### src/rtl/ps2_pkg.sv
// Shared types for the PS/2 host controller: FSM state encoding, datapath
// mux selects and the ctrl/status bundles between ps2_ctrl_fsm and ps2_dp.
package ps2_pkg;

    typedef enum logic [2:0] {
        ST_IDLE    = 3'd0,
        ST_RX_BIT  = 3'd1,
        ST_TX_INH  = 3'd2,
        ST_TX_RTS  = 3'd3,
        ST_TX_DLY  = 3'd4,
        ST_TX_WAIT = 3'd5
    } ps2_state_e;

    // Source of the open-drain data line register
    localparam logic [1:0] DAT_RELEASE = 2'b00;  // idle / stop bit
    localparam logic [1:0] DAT_LOW     = 2'b01;  // request-to-send start bit
    localparam logic [1:0] DAT_SHREG   = 2'b10;  // current data bit (shreg LSB)
    localparam logic [1:0] DAT_PBIT    = 2'b11;  // accumulated odd parity

    // Timer terminal-count select
    localparam logic [1:0] TC_15US  = 2'b00;     // host data setup delay
    localparam logic [1:0] TC_100US = 2'b01;     // clock inhibit
    localparam logic [1:0] TC_110US = 2'b10;     // edge watchdog
    localparam logic [1:0] TC_15MS  = 2'b11;     // device response watchdog

    // Parity accumulator operation
    localparam logic [1:0] PBIT_HOLD = 2'b00;
    localparam logic [1:0] PBIT_INIT = 2'b01;    // preset for odd parity
    localparam logic [1:0] PBIT_RX   = 2'b10;    // fold in sampled line bit
    localparam logic [1:0] PBIT_TX   = 2'b11;    // fold in outgoing shreg bit

    typedef struct packed {
        logic       odreg_clk_en;
        logic [1:0] ps2_dat_mux;
        logic       shreg_clk_en;
        logic       shreg_shift_load_n;
        logic [1:0] pbit_mux;
        logic       bitcnt_clear;
        logic       bitcnt_clk_en;
        logic       tim_clear;
        logic       tim_clk_en;
        logic [1:0] tc_mux;
        logic       idreg_clk_en;
    } ctrl_t;

    typedef struct packed {
        logic ps2_clk_negedge;  // synchronised falling edge on the clock line
        logic ps2_dat;          // synchronised data line
        logic dbits;            // bit counter in 1..8
        logic bitcnt_9;
        logic bitcnt_10;
        logic perr;             // sampled parity bit disagrees with accumulator
        logic tim_tc;           // selected timer terminal count
    } status_t;

endpackage

### src/rtl/ps2_ctrl_fsm.sv
// PS/2 host control unit: sequences ps2_dp for device-to-host reception,
// host-to-device transmission and watchdog aborts, and owns the clock driver.
module ps2_ctrl_fsm
    import ps2_pkg::*;
(
    input  logic    clk,
    input  logic    rst_n,
    input  logic    tx_valid,
    output logic    tx_ready,
    output logic    tx_done,
    output logic    tx_err,
    output logic    rx_valid,
    output logic    rx_perr,
    output logic    rx_ferr,
    output logic    rx_toerr,
    output logic    busy,
    output logic    ps2_clk_od,
    output ctrl_t   ctrl,
    input  status_t status
);

    ps2_state_e state_q, state_d;

    // Error accumulators live across the frame; outputs only show them with rx_valid
    logic perr_acc_q, perr_acc_d;
    logic ferr_acc_q, ferr_acc_d;
    logic rx_done_d, rx_toerr_d;
    logic tx_done_d, tx_err_d;

    logic rx_valid_q, rx_perr_q, rx_ferr_q, rx_toerr_q;
    logic tx_done_q, tx_err_q, ps2_clk_od_q;

    // Mealy decode of next state, datapath controls and completion events
    always_comb begin
        // NOTE: every signal gets a default before the case so no path leaves it unassigned (no latches).
        state_d                 = state_q;
        ctrl.odreg_clk_en       = 1'b0;
        ctrl.ps2_dat_mux        = DAT_RELEASE;
        ctrl.shreg_clk_en       = 1'b0;
        ctrl.shreg_shift_load_n = 1'b1;
        ctrl.pbit_mux           = PBIT_HOLD;
        ctrl.bitcnt_clear       = 1'b0;
        ctrl.bitcnt_clk_en      = 1'b0;
        ctrl.tim_clear          = 1'b0;
        ctrl.tim_clk_en         = (state_q != ST_IDLE);
        ctrl.tc_mux             = TC_15US;
        ctrl.idreg_clk_en       = 1'b0;
        tx_ready                = 1'b0;
        perr_acc_d              = perr_acc_q;
        ferr_acc_d              = ferr_acc_q;
        rx_done_d               = 1'b0;
        rx_toerr_d              = 1'b0;
        tx_done_d               = 1'b0;
        tx_err_d                = 1'b0;

        unique case (state_q)
            ST_IDLE: begin
                ctrl.odreg_clk_en = 1'b1;
                ctrl.tim_clear    = 1'b1;
                ctrl.bitcnt_clear = 1'b1;
                // A device clock edge blocks a same-cycle transmit handshake
                tx_ready          = ~status.ps2_clk_negedge;
                if (status.ps2_clk_negedge) begin
                    // Start bit: counted here, must be sampled low
                    ctrl.bitcnt_clear  = 1'b0;
                    ctrl.bitcnt_clk_en = 1'b1;
                    perr_acc_d         = 1'b0;
                    ferr_acc_d         = status.ps2_dat;
                    state_d            = ST_RX_BIT;
                end else if (tx_valid) begin
                    ctrl.shreg_clk_en       = 1'b1;
                    ctrl.shreg_shift_load_n = 1'b0;
                    ctrl.pbit_mux           = PBIT_INIT;
                    state_d                 = ST_TX_INH;
                end
            end

            ST_RX_BIT: begin
                ctrl.tc_mux = TC_110US;
                if (status.ps2_clk_negedge) begin
                    ctrl.bitcnt_clk_en = 1'b1;
                    ctrl.tim_clear     = 1'b1;
                    if (status.dbits) begin
                        ctrl.shreg_clk_en = 1'b1;
                        ctrl.pbit_mux     = PBIT_RX;
                    end
                    if (status.bitcnt_9) begin
                        perr_acc_d = status.perr;
                    end
                    if (status.bitcnt_10) begin
                        ferr_acc_d        = ferr_acc_q | ~status.ps2_dat;
                        ctrl.idreg_clk_en = 1'b1;
                        rx_done_d         = 1'b1;
                        state_d           = ST_IDLE;
                    end
                end else if (status.tim_tc) begin
                    // Device stalled mid-frame: report without loading rx_data
                    rx_done_d  = 1'b1;
                    rx_toerr_d = 1'b1;
                    state_d    = ST_IDLE;
                end
            end

            ST_TX_INH: begin
                ctrl.tc_mux = TC_100US;
                if (status.tim_tc) begin
                    ctrl.odreg_clk_en = 1'b1;
                    ctrl.ps2_dat_mux  = DAT_LOW;
                    ctrl.tim_clear    = 1'b1;
                    state_d           = ST_TX_RTS;
                end
            end

            ST_TX_RTS: begin
                ctrl.tc_mux = TC_15MS;
                if (status.ps2_clk_negedge) begin
                    ctrl.bitcnt_clk_en = 1'b1;
                    ctrl.tim_clear     = 1'b1;
                    state_d            = ST_TX_DLY;
                end else if (status.tim_tc) begin
                    ctrl.odreg_clk_en = 1'b1;
                    tx_done_d         = 1'b1;
                    tx_err_d          = 1'b1;
                    state_d           = ST_IDLE;
                end
            end

            ST_TX_DLY: begin
                ctrl.tc_mux = TC_15US;
                if (status.tim_tc) begin
                    ctrl.odreg_clk_en = 1'b1;
                    ctrl.tim_clear    = 1'b1;
                    if (status.dbits) begin
                        ctrl.ps2_dat_mux  = DAT_SHREG;
                        ctrl.shreg_clk_en = 1'b1;
                        ctrl.pbit_mux     = PBIT_TX;
                    end else if (status.bitcnt_9) begin
                        ctrl.ps2_dat_mux = DAT_PBIT;
                    end else begin
                        ctrl.ps2_dat_mux = DAT_RELEASE;
                    end
                    state_d = ST_TX_WAIT;
                end
            end

            ST_TX_WAIT: begin
                ctrl.tc_mux = TC_110US;
                if (status.ps2_clk_negedge) begin
                    if (status.bitcnt_10) begin
                        // Acknowledge: device holds data low on this edge
                        tx_done_d = 1'b1;
                        tx_err_d  = status.ps2_dat;
                        state_d   = ST_IDLE;
                    end else begin
                        ctrl.bitcnt_clk_en = 1'b1;
                        ctrl.tim_clear     = 1'b1;
                        state_d            = ST_TX_DLY;
                    end
                end else if (status.tim_tc) begin
                    ctrl.odreg_clk_en = 1'b1;
                    tx_done_d         = 1'b1;
                    tx_err_d          = 1'b1;
                    state_d           = ST_IDLE;
                end
            end

            default: begin
                state_d = ST_IDLE;
            end
        endcase
    end

    // State register, error accumulators and registered handshake/pad outputs
    always_ff @(posedge clk or negedge rst_n) begin
        if (!rst_n) begin
            state_q      <= ST_IDLE;
            perr_acc_q   <= 1'b0;
            ferr_acc_q   <= 1'b0;
            rx_valid_q   <= 1'b0;
            rx_perr_q    <= 1'b0;
            rx_ferr_q    <= 1'b0;
            rx_toerr_q   <= 1'b0;
            tx_done_q    <= 1'b0;
            tx_err_q     <= 1'b0;
            ps2_clk_od_q <= 1'b1;
        end else begin
            // NOTE: non-blocking assignments so every register samples pre-edge values.
            state_q      <= state_d;
            perr_acc_q   <= perr_acc_d;
            ferr_acc_q   <= ferr_acc_d;
            rx_valid_q   <= rx_done_d;
            rx_perr_q    <= rx_done_d & perr_acc_d;
            rx_ferr_q    <= rx_done_d & ferr_acc_d;
            rx_toerr_q   <= rx_toerr_d;
            tx_done_q    <= tx_done_d;
            tx_err_q     <= tx_done_d & tx_err_d;
            ps2_clk_od_q <= (state_d != ST_TX_INH);
        end
    end

    assign busy       = (state_q != ST_IDLE);
    assign rx_valid   = rx_valid_q;
    assign rx_perr    = rx_perr_q;
    assign rx_ferr    = rx_ferr_q;
    assign rx_toerr   = rx_toerr_q;
    assign tx_done    = tx_done_q;
    assign tx_err     = tx_err_q;
    assign ps2_clk_od = ps2_clk_od_q;

endmodule

### config.mk
export PLATFORM = sky130hd
export DESIGN_NAME = ps2_ctrl_fsm
export DESIGN_NICKNAME = d
export VERILOG_FILES = /design/src/rtl/ps2_pkg.sv /design/src/rtl/ps2_ctrl_fsm.sv
export SDC_FILE = /design/constraint.sdc
export NUM_CORES = 1
export LEC_CHECK = 0
export CAP_MARGIN = 0
export CORE_ASPECT_RATIO = 1.5
export CORE_MARGIN = 8
export CORE_UTILIZATION = 25
export CTS_CLUSTER_DIAMETER = 60
export CTS_CLUSTER_SIZE = 30
export DETAILED_ROUTE_END_ITERATION = 10
export GPL_TIMING_DRIVEN = 0
export PLACE_DENSITY = 0.56
export SYNTH_ARGS = -nofsm -noshare
export SYNTH_HDL_FRONTEND = slang
export SYNTH_SLANG_ARGS = --single-unit
### constraint.sdc
create_clock -name clk -period 1.59 [get_ports clk]
set_clock_uncertainty 0.1 [all_clocks]
set_input_delay 0.2385 -clock clk [delete_from_list [all_inputs] [get_ports clk]]
set_output_delay 0.2385 -clock clk [all_outputs]
set_load 0.1 [all_outputs]
==> metrics.md <==
| Metric | Value |
|---|---|
| Syn avg cell area | 8.02 um2 |
| Routed wire per std cell | 15.0 um |
| Critical path class | reg -> out |
| R2r startpoint | state_q[2] |
| Inserted Diodes | 0 |
| Fin crit share | 1.25 |
| WP data required | 1250 ps |
| DIE WIDTH | 60.6 um |
| Violated checks | setup timing |
| DRC | 0 |
| Clk slew on worst S/H paths | 50 ps |
| Vias post-DR | 881 |
| DP Area | 1270 um2 |
| YS warnings | 0 |
| Final Setup Violations | 21 |
| Core Area | 2880 um2 |
| Clock Tree Buf Depth | 2 |
| Port-buffer cells | 32 |
| Worst EP arrival | 1640 ps |
| Startpoint types | register |
| Mapped Area | 746 um2 |
| IO Count | 33 |
| Syn-to-layout area delta | 138% |
| Flop2flop setup slack | -150 ps |
| Drt first pass iters | 6 |
| CP max stage delay | 390 ps |
| Iter 0 DRT Violations | 22 |
| Share of cells above drive strength 1 | 0.595 |
| RSZ-0062 raised after global routing | yes |
| Fin area | 1770 um2 |
| Crit Path Max Fanout | 6 |
| Total clock buffers created by CTS | 3 |
| Max Clk Rate | 505 MHz |
| First-pass GRT wire length | 4450 um |
| Worst slew pin tran | 554 ps |
| Gr usage total | 0.113 |
| Hold Crit Class | in -> async |
| Post-Place Setup Slack | -1700 ps |
| H-tree depth | 1 |
| Final worst-path setup slack | -392 ps |
| Critical-path cell list | buf_6, or3_4, nand2b_4, o31ai_4, buf_12 |
| Max Cap Viol | 0 |
| Largest net degree at the start of global routing | 13 |
| Total congestion overflow | 0 |
| Detailed placer's ending HPWL | 1890 um |
| Utilization after layout | 0.615 |
| Status | complete, but fails checks |
| GPL Wtd Cong | 0.883 |
| Worst skew pair latency | 230 ps |
| #FFs+latches synth | 12 |
| Fillers | 254 |
| Site Rows | 24 |
| Sequential share of the synthesized area | 0.404 |
| Vias/cell | 4.71 |
| Crit Reg-Reg Endpoint | rx_ferr |
| Min cycle time layout | 1980 ps |
| Hold_buf cts | 0 |
| Post-Syn Instances | 93 |
| Final hold vios | 0 |
| CTS root buf | clkbuf_8 |
| Post-synthesis net count | 103 |
| Height of the die | 82.9 um |
| Max-slew violations | 0 |
| Number of global-route vias before repair | 942 |
| Nets | 159 |
| Initial Utilization | 0.259 |
| Sink Count | 12 |
| Synth cell types | 28 |
| Worst Reg2Reg Path Length in Cells | 9 |
| Slowest cell on the critical path | dfrtp_1 |
| ANT nets after route | 0 |
| CP endpoint kind | primary output |
| CTS tree | yes |
| Initial antenna violation count | 0 |
| Post-route insts no fill | 187 |
| Placed cells | 164 |
| WL final | 2810 um |
| Die area | 5020 um2 |
| Slew headroom | 0.632 |
## metal layers
layer / up-vias / wire (um) / GRT usage
met1: 434 / 1020 / 0.119
met2: 23 / 1620 / 0.195
met4: 0 / 55 / 0.0661
met5: - / 0 / 0
met3: 4 / 117 / 0.0216
li1: 420 / - / -
## worst max-delay path: cells and delay by family (launching register included)
kind | cells | cell delay, ps
compound gates | 1 | 80
buf+inv | 2 | 350
flops | 1 | 390
simple gates | 2 | 570
## through the flow
stage          hold WS [ps]  TNS [ps]
4_1_cts                 255     -4220
2_1_floorplan          -157     -3710
5_1_grt                 291     -5950
3_5_place_dp            395    -21810
3_3_place_gp            377    -21850
6_report                244     -4920
## sequential cells by signal (all words and copies together), names as in the netlist
name / cells
state_q: 3
ferr_acc_q: 1
perr_acc_q: 1
ps2_clk_od: 1
rx_ferr: 1
rx_perr: 1
rx_toerr: 1
rx_valid: 1
tx_done: 1
tx_err: 1
## what timing repair did
action,4_1_cts,5_1_grt
buffers inserted,15,6
gates resized for setup,195,15
setup endpoints to repair,26,23
pin swaps,5,9
## cells in the mapped netlist
library cell  count  share of area
o21bai_1          1          0.010
buf_2             2          0.013
nand2b_1          6          0.050
nand3_1           2          0.013
a21o_1            2          0.020
o31ai_1           2          0.020
nand2_1          12          0.060
nor3_2            1          0.013
buf_4             3          0.030
a31oi_1           1         0.0084
nor2_1           10          0.050
o21ai_0           5          0.034
dfstp_2           1          0.035
clkbuf_1          3          0.015
o211ai_2          1          0.017
o211a_1           1          0.013
nor2b_1           4          0.034
nand3b_1          2          0.020
o22ai_1           2          0.017
inv_1             6          0.030
or3b_1            1          0.012
and4_1            1          0.012
and2_1            2          0.017
nor3_1            2          0.013
a21oi_1           6          0.040
a22o_1            2          0.023
dfrtp_1          11           0.37
or3_1             1         0.0084
## cell type report
cell class                      instances  area [um2]  share of cell area
Multi-Input combinational cell         67         604               0.341
Timing Repair Buffer                   52         656               0.370
Sequential cell                        12         302               0.170
Buffer                                  7        92.6              0.0522
Tap cell                               39        48.8              0.0275
Clock buffer                            4        45.0              0.0254
Inverter                                6        26.3              0.0148
## kinds of logic after synthesis
family,synth area share
simple gates,0.304
flops,0.404
compound gates,0.203
buf+inv,0.0889
## cells in the final DEF (no fill, tap or decap), types with 3 or more instances in the layout
cell type,count
buf_4,13
buf_12,16
inv_1,5
nor2_1,5
nor2b_4,3
nor2_4,5
nand2_1,8
a21oi_2,3
clkdlybuf4s15_2,6
nand2b_4,3
dfrtp_1,11
clkbuf_8,5
clkdlybuf4s50_1,7
buf_6,10
## worst max path at each step
stage,start,end,cells after the start
after floorplan,state_q[2],ctrl[6],4
after global placement,status[6],ctrl[10],7
after detailed placement,status[6],ctrl[10],7
after CTS,state_q[1],ctrl[7],5
after global routing,state_q[1],ctrl[7],5
final,state_q[1],ctrl[7],5
Power is left out: the tool's default activity adds up to more than one toggle a clock period on the data nets, which glitch-free logic cannot reach.
